File: src/rtl/dshot_pkg.sv
// Shared DShot definitions: frame geometry, command range, receiver FSM
// states and the 4-bit frame checksum shared by the receiver and transmitter.
package dshot_pkg;

    localparam int DSHOT_FRAME_BITS = 16;
    localparam int DSHOT_CMD_MAX    = 47;

    typedef enum logic [2:0] {
        ST_SYNC  = 3'd0,
        ST_IDLE  = 3'd1,
        ST_HIGH  = 3'd2,
        ST_LOW   = 3'd3,
        ST_CHECK = 3'd4
    } dshot_state_e;

    // Checksum over the 12-bit {value, telemetry} word: XOR of its three nibbles.
    function automatic logic [3:0] dshot_crc4(input logic [11:0] w);
        dshot_crc4 = w[3:0] ^ w[7:4] ^ w[11:8];
    endfunction

endpackage

File: src/rtl/sync_2ff.sv
// Two-flop synchroniser for a single asynchronous level, async active-low reset.
module sync_2ff (
    input  logic clk,
    input  logic rst_n,
    input  logic d_i,
    output logic q_o
);

    logic meta_q;
    logic sync_q;

    // Two back-to-back flops give the first stage a full cycle to resolve.
    always_ff @(posedge clk or negedge rst_n) begin
        if (!rst_n) begin
            meta_q <= 1'b0;
            sync_q <= 1'b0;
        end else begin
            meta_q <= d_i;
            sync_q <= meta_q;
        end
    end

    assign q_o = sync_q;

endmodule

File: src/rtl/dshot_rx_decoder.sv
// DShot receiver: measures pulse widths on the synchronised line, assembles
// a 16-bit frame MSB first, verifies its checksum and presents an 8-bit
// throttle, telemetry flag and special-command number. Throttle is forced to
// zero when no valid frame has arrived for TIMEOUT_CLKS cycles.
//
// Handshake: there is no back-pressure. frame_valid, crc_err, frame_err and
// cmd_valid are single-cycle pulses; throttle_out, telemetry_req and cmd_out
// are held levels that are stable whenever a pulse is high. At most one of
// frame_valid, crc_err, frame_err is high in any cycle.
module dshot_rx_decoder
    import dshot_pkg::*;
#(
    parameter int CLKS_PER_BIT = 80,
    parameter int GAP_CLKS     = 160,
    parameter int TIMEOUT_CLKS = 4800000
) (
    input  logic       clk,
    input  logic       rst_n,
    input  logic       dshot_in,
    output logic [7:0] throttle_out,
    output logic       telemetry_req,
    output logic [5:0] cmd_out,
    output logic       cmd_valid,
    output logic       frame_valid,
    output logic       crc_err,
    output logic       frame_err,
    output logic       link_ok
);

    // Timing thresholds derived from the bit period.
    localparam int HALF_CLKS  = CLKS_PER_BIT / 2;
    localparam int GLITCH_CLK = CLKS_PER_BIT / 8;
    localparam int EARLY_CLKS = (3 * CLKS_PER_BIT) / 4;
    localparam int TRUNC_CLKS = 2 * CLKS_PER_BIT;
    localparam int BT_MAX     = 3 * CLKS_PER_BIT;
    localparam int LC_MAX     = (GAP_CLKS > TRUNC_CLKS) ? GAP_CLKS : TRUNC_CLKS;

    localparam int BT_W  = $clog2(BT_MAX + 1);
    localparam int LC_W  = $clog2(LC_MAX + 1);
    localparam int BC_W  = $clog2(DSHOT_FRAME_BITS + 1);
    localparam int TMO_W = $clog2(TIMEOUT_CLKS + 1);

    localparam logic [BT_W-1:0]  BT_HALF    = BT_W'(HALF_CLKS);
    localparam logic [BT_W-1:0]  BT_GLITCH  = BT_W'(GLITCH_CLK);
    localparam logic [BT_W-1:0]  BT_EARLY   = BT_W'(EARLY_CLKS);
    localparam logic [BT_W-1:0]  BT_BITLAST = BT_W'(CLKS_PER_BIT - 1);
    localparam logic [BT_W-1:0]  BT_SAT     = BT_W'(BT_MAX);
    localparam logic [LC_W-1:0]  LC_GAPLAST = LC_W'(GAP_CLKS - 1);
    localparam logic [LC_W-1:0]  LC_TRLAST  = LC_W'(TRUNC_CLKS - 1);
    localparam logic [BC_W-1:0]  BC_LAST    = BC_W'(DSHOT_FRAME_BITS - 1);
    localparam logic [TMO_W-1:0] TMO_LOAD   = TMO_W'(TIMEOUT_CLKS);
    localparam logic [TMO_W-1:0] TMO_ONE    = TMO_W'(1);
    localparam logic [10:0]      CMD_MAX_V  = 11'(DSHOT_CMD_MAX);

    // Line conditioning: synchroniser, one retiming stage, edge-detect stage.
    logic dshot_sync;
    logic line_q;
    logic prev_q;
    logic rise;
    logic fall;

    sync_2ff u_sync (
        .clk   (clk),
        .rst_n (rst_n),
        .d_i   (dshot_in),
        .q_o   (dshot_sync)
    );

    // Retime the synchronised line and keep its previous value for edge detection.
    always_ff @(posedge clk or negedge rst_n) begin
        if (!rst_n) begin
            line_q <= 1'b0;
            prev_q <= 1'b0;
        end else begin
            line_q <= dshot_sync;
            prev_q <= line_q;
        end
    end

    assign rise = line_q & ~prev_q;
    assign fall = ~line_q & prev_q;

    // FSM and frame assembly registers. state_q is the observable FSM state.
    dshot_state_e                state_q, state_d;
    logic [BT_W-1:0]             bit_tmr_q, bit_tmr_d;
    logic [LC_W-1:0]             low_cnt_q, low_cnt_d;
    logic [BC_W-1:0]             bit_cnt_q, bit_cnt_d;
    logic [DSHOT_FRAME_BITS-1:0] shift_q, shift_d;
    logic                        frame_err_d;

    // Next-state logic: bit timing decisions and shifting of received bits.
    always_comb begin
        state_d     = state_q;
        bit_tmr_d   = bit_tmr_q;
        low_cnt_d   = low_cnt_q;
        bit_cnt_d   = bit_cnt_q;
        shift_d     = shift_q;
        frame_err_d = 1'b0;
        case (state_q)
            ST_SYNC: begin
                if (line_q) begin
                    low_cnt_d = '0;
                end else if (low_cnt_q == LC_GAPLAST) begin
                    low_cnt_d = '0;
                    state_d   = ST_IDLE;
                end else begin
                    low_cnt_d = low_cnt_q + 1'b1;
                end
            end
            ST_IDLE: begin
                if (rise) begin
                    state_d   = ST_HIGH;
                    bit_cnt_d = '0;
                    bit_tmr_d = '0;
                    shift_d   = '0;
                end
            end
            ST_HIGH: begin
                if (fall) begin
                    if (bit_tmr_q < BT_GLITCH) begin
                        frame_err_d = 1'b1;
                        low_cnt_d   = '0;
                        state_d     = ST_SYNC;
                    end else begin
                        shift_d   = {shift_q[DSHOT_FRAME_BITS-2:0], (bit_tmr_q >= BT_HALF)};
                        bit_cnt_d = bit_cnt_q + 1'b1;
                        bit_tmr_d = bit_tmr_q + 1'b1;
                        // The falling-edge cycle is the first low clock of the bit.
                        low_cnt_d = LC_W'(1);
                        state_d   = (bit_cnt_q == BC_LAST) ? ST_CHECK : ST_LOW;
                    end
                end else if (bit_tmr_q == BT_BITLAST) begin
                    // Line stuck high for a whole bit period.
                    frame_err_d = 1'b1;
                    low_cnt_d   = '0;
                    state_d     = ST_SYNC;
                end else begin
                    bit_tmr_d = bit_tmr_q + 1'b1;
                end
            end
            ST_LOW: begin
                bit_tmr_d = (bit_tmr_q == BT_SAT) ? bit_tmr_q : bit_tmr_q + 1'b1;
                if (rise) begin
                    if (bit_tmr_q < BT_EARLY) begin
                        frame_err_d = 1'b1;
                        low_cnt_d   = '0;
                        state_d     = ST_SYNC;
                    end else begin
                        bit_tmr_d = '0;
                        state_d   = ST_HIGH;
                    end
                end else if (low_cnt_q == LC_TRLAST) begin
                    // Frame stopped before all bits arrived.
                    frame_err_d = 1'b1;
                    low_cnt_d   = '0;
                    state_d     = ST_SYNC;
                end else begin
                    low_cnt_d = low_cnt_q + 1'b1;
                end
            end
            ST_CHECK: begin
                low_cnt_d = '0;
                state_d   = ST_SYNC;
            end
            default: begin
                low_cnt_d = '0;
                state_d   = ST_SYNC;
            end
        endcase
    end

    // FSM state and frame assembly registers.
    always_ff @(posedge clk or negedge rst_n) begin
        if (!rst_n) begin
            state_q   <= ST_SYNC;
            bit_tmr_q <= '0;
            low_cnt_q <= '0;
            bit_cnt_q <= '0;
            shift_q   <= '0;
        end else begin
            state_q   <= state_d;
            bit_tmr_q <= bit_tmr_d;
            low_cnt_q <= low_cnt_d;
            bit_cnt_q <= bit_cnt_d;
            shift_q   <= shift_d;
        end
    end

    // Frame fields as held in the shift register after the last bit.
    logic [10:0] frame_v;
    logic        frame_t;
    logic        is_check;
    logic        crc_ok;

    assign frame_v  = shift_q[15:5];
    assign frame_t  = shift_q[4];
    assign is_check = (state_q == ST_CHECK);
    assign crc_ok   = (dshot_crc4(shift_q[15:4]) == shift_q[3:0]);

    logic [7:0]       throttle_q;
    logic             telemetry_q;
    logic [5:0]       cmd_q;
    logic             cmd_valid_q;
    logic             frame_valid_q;
    logic             crc_err_q;
    logic             frame_err_q;
    logic             link_ok_q;
    logic [TMO_W-1:0] tmo_q;

    // Output update on a checked frame; failsafe countdown otherwise.
    // A valid frame takes priority over an expiring timeout.
    always_ff @(posedge clk or negedge rst_n) begin
        if (!rst_n) begin
            throttle_q    <= '0;
            telemetry_q   <= 1'b0;
            cmd_q         <= '0;
            cmd_valid_q   <= 1'b0;
            frame_valid_q <= 1'b0;
            crc_err_q     <= 1'b0;
            frame_err_q   <= 1'b0;
            link_ok_q     <= 1'b0;
            tmo_q         <= '0;
        end else begin
            cmd_valid_q   <= 1'b0;
            frame_valid_q <= 1'b0;
            crc_err_q     <= 1'b0;
            frame_err_q   <= frame_err_d;
            if (is_check && crc_ok) begin
                frame_valid_q <= 1'b1;
                telemetry_q   <= frame_t;
                tmo_q         <= TMO_LOAD;
                link_ok_q     <= 1'b1;
                if (frame_v <= CMD_MAX_V) begin
                    throttle_q <= '0;
                    if (frame_v != 11'd0) begin
                        cmd_q       <= frame_v[5:0];
                        cmd_valid_q <= 1'b1;
                    end
                end else begin
                    throttle_q <= frame_v[10:3];
                end
            end else begin
                if (is_check) begin
                    crc_err_q <= 1'b1;
                end
                if (tmo_q != '0) begin
                    tmo_q <= tmo_q - 1'b1;
                    if (tmo_q == TMO_ONE) begin
                        link_ok_q  <= 1'b0;
                        throttle_q <= '0;
                    end
                end
            end
        end
    end

    assign throttle_out  = throttle_q;
    assign telemetry_req = telemetry_q;
    assign cmd_out       = cmd_q;
    assign cmd_valid     = cmd_valid_q;
    assign frame_valid   = frame_valid_q;
    assign crc_err       = crc_err_q;
    assign frame_err     = frame_err_q;
    assign link_ok       = link_ok_q;

endmodule

File: config.mk
export PLATFORM = sky130hd
export DESIGN_NAME = dshot_rx_decoder
export DESIGN_NICKNAME = d
export VERILOG_FILES = /design/src/rtl/dshot_pkg.sv /design/src/rtl/sync_2ff.sv /design/src/rtl/dshot_rx_decoder.sv
export SDC_FILE = /design/constraint.sdc
export NUM_CORES = 1
export LEC_CHECK = 0
export ABC_AREA = 1
export CORE_MARGIN = 1.5
export CORE_UTILIZATION = 55
export DETAILED_ROUTE_END_ITERATION = 6
export PLACE_DENSITY = 0.74
export SLEW_MARGIN = 30
export SYNTH_ARGS = -nofsm -noshare
export SYNTH_HDL_FRONTEND = slang
export SYNTH_SLANG_ARGS = --single-unit
File: constraint.sdc
create_clock -name clk -period 2.2 [get_ports clk]
set_input_delay 0.55 -clock clk [delete_from_list [all_inputs] [get_ports clk]]
set_output_delay 0.55 -clock clk [all_outputs]
set_load 0.02 [all_outputs]
==> flow_metrics.tcl <==
set metrics [dict create \
    yosysUniqueCellTypes 32 \
    cp-startpoint "cmd_out[2]" \
    rsz0062_at_grt "false" \
    drive_gt1_share_pct 8.78 \
    path_buf_inv 1 \
    synth.area.mux_share_pct 0 \
    wl_per_cell_um 13.0 \
    relSlewSlack_pct 65.1 \
    area_delta_synth_final_pct 10.9 \
    synth_commonest_cells "197 x nand2_1, 87 x dfrtp_1, 81 x inv_1" \
    grt_pass1_wl_um 17800 \
    ys_seq_elements 87 \
    synth_fa_ha_area_share_pct 1.81 \
    end_kind "primary output" \
    antennaDiodeCount 0 \
    dr_total_vias 4242 \
    hold_buffers 0 \
    nets 688 \
    cts_resized 0 \
    irDropWorstVdd_mv 0.427 \
    worstHoldPathType "input port to asynchronous set/reset pin" \
    drt_iter0_drc 233 \
    drc_errors 0 \
    antenna_found_initial 0 \
    yosysTopAreaCell "dfrtp_1" \
    cts_setup_buffers 0 \
    syn_area_um2 4830 \
    synth-simple-area-share_pct 35.7 \
    yosysTopAreaCellShare_pct 45.1 \
    syn_nets 658 \
    grt_pass1_vias 3992 \
    drv_cap 0 \
    period_minus_slack_ns 1.90 \
    cts_buffer_depth 2 \
    setup_viol 0 \
    min_period_over_period_pct 86.3 \
    grt_max_degree 44 \
    globalplace.congestion 0.936 \
    cts_tree "done" \
    synthFlopType "dfrtp_1" \
    finalMaxSlewViolations 0 \
    synth-edff-count 0 \
    numPortBuffers 22 \
    final_hold_viol_count 0 \
    path_max_fanout 2 \
    crit_type "flop to primary output" \
    timing.rr.start "tmo_q[0]" \
    drtPass1Iterations 5 \
    synth_xor_area_share_pct 2.72 \
    fmax_ghz 0.527 \
    yosys_warnings 0 \
    synth-compound-area-share_pct 6.32 \
    clk-insertion-delay-late_ns 0.37 \
    gr-usage-all-layers_pct 23.0 \
    ios 23 \
    drt_wl_total_um 10300 \
    core_area_um2 8640 \
    skew_ns 0.0157 \
    finish.utilization_pct 62.1 \
    die-area_um2 9350 \
    fin_setup_tns_ns 0 \
    cts-root-buf "clkbuf_8" \
    htree_levels 3 \
    rows 34 \
    postSynthCellCount 648 \
    hpwl_um 7670 \
    start_util_pct 55.9 \
    required_ns 1.65 \
    via_per_inst 5.36 \
    p_total_uw 2800 \
    max_stage_delay_ns 0.61 \
    synth.avg_cell_area_um2 7.46 \
    synth_top_family_by_area "simple AND/OR/NAND/NOR gates" \
    leakage_uw 0.00296 \
    r2r_slack_ns 0.32 \
    synthTopCellsByArea "dfrtp_1 45%, nand2_1 15%, nand3_1 6.3%, inv_1 6.3%, nor2_1 5.9%" \
    die_h_um 96.7 \
    run_status "complete, no violations" \
    power_density_nw_per_um2 522 \
    worst_pin_slew_ns 0.523 \
    synth.yosys.seq_area_share_pct 45.1 \
    cts_sinks 87 \
    die_x_um 96.7 \
    crit_slowest_cell "clkdlybuf4s50_1" \
    start_kind "flop" \
    cts_made_buffers 9 \
    synthArstFlopShare_pct 100 \
    clk_pin_slew_worst_paths_ns 0.10 \
    grt_overflow 0 \
    crit_family "buffers and inverters" \
    synth.most_common_cell "nand2_1" \
    arrival_ns 1.35 \
    ant_nets 0 \
    path_cells "clkdlybuf4s50_1" \
]
## logic make-up (layout without fill, tap and decap cells)
logic type,after synthesis,in the layout
DFF,87,87
AOI/OAI and AO/OA,54,54
adders and majority gates,7,7
and+or+nand+nor,386,386
buffers and inverters,99,134
xor gates and xnor gates,15,15
## final timing paths
check	endpoint	cells after the start
max	cmd_out[2]	1
min	throttle_out[0]	1
max reg2reg	tmo_q[19]	9
min reg2reg	line_q	0
max in group asynchronous	bit_tmr_q[3]	2
min in group clk	line_q	0
## cell type report
class | instances | area, um2
Timing Repair Buffer | 28 | 263
Clock buffer | 9 | 124
Fill cell | 757 | 3280
Tap cell | 108 | 135
Multi-Input combinational cell | 462 | 2250
Sequential cell | 87 | 2180
Clock inverter | 7 | 72.6
Inverter | 90 | 338
## flip-flops by register name (all words and copies together) (netlist names)
signal,cells
frame_err,1
state_q,3
low_cnt_q,8
u_sync.meta_q,1
bit_tmr_q,8
throttle_out,8
telemetry_req,1
crc_err,1
link_ok,1
tmo_q,23
prev_q,1
bit_cnt_q,5
u_sync.q_o,1
cmd_valid,1
cmd_out,6
line_q,1
shift_q,16
frame_valid,1
## routing by layer
metal | up-vias | part of all wire [%] | global-route usage [%]
li1 | 2108 | - | -
met3 | 13 | 4.4 | 3.40
met4 | 0 | 1.3 | 7.25
met2 | 103 | 48 | 38.7
met5 | - | 0 | 0
met1 | 2018 | 47 | 30.7
## where the power goes
group / total [uW] / internal, uW / switching [uW]
registers: 1610 / 1610 / 7.37
clock network: 1120 / 527 / 597
logic: 60.2 / 13.6 / 46.6
total: 2800 / 2150 / 651
## cells in the final DEF (no fill, tap or decap), types with 7 or more instances in the layout
master / n
o22ai_1: 14
nor2_1: 76
ha_1: 7
a21oi_1: 7
buf_4: 7
nand4_1: 16
o21ai_0: 21
nand2_1: 197
clkbuf_8: 9
dfrtp_1: 87
nor2_2: 11
inv_1: 81
xor2_1: 11
nand3_1: 61
inv_2: 9
clkdlybuf4s50_1: 21
## per-stage QoR
stage | area, um2 | setup slack [ns] | hold WS, ns | instances
finish | 5360 | 0.301 | 0.159 | 791
global route | 5360 | 0.153 | 0.198 | 791
CTS | 5360 | 0.293 | 0.171 | 791
detailed placement | 5160 | 0.346 | 0.337 | 775
global placement | 5160 | 0.392 | 0.338 | 775
floorplan | 4830 | 0.634 | 0.254 | 648
No activity file was read; power rests on OpenSTA's default activity.
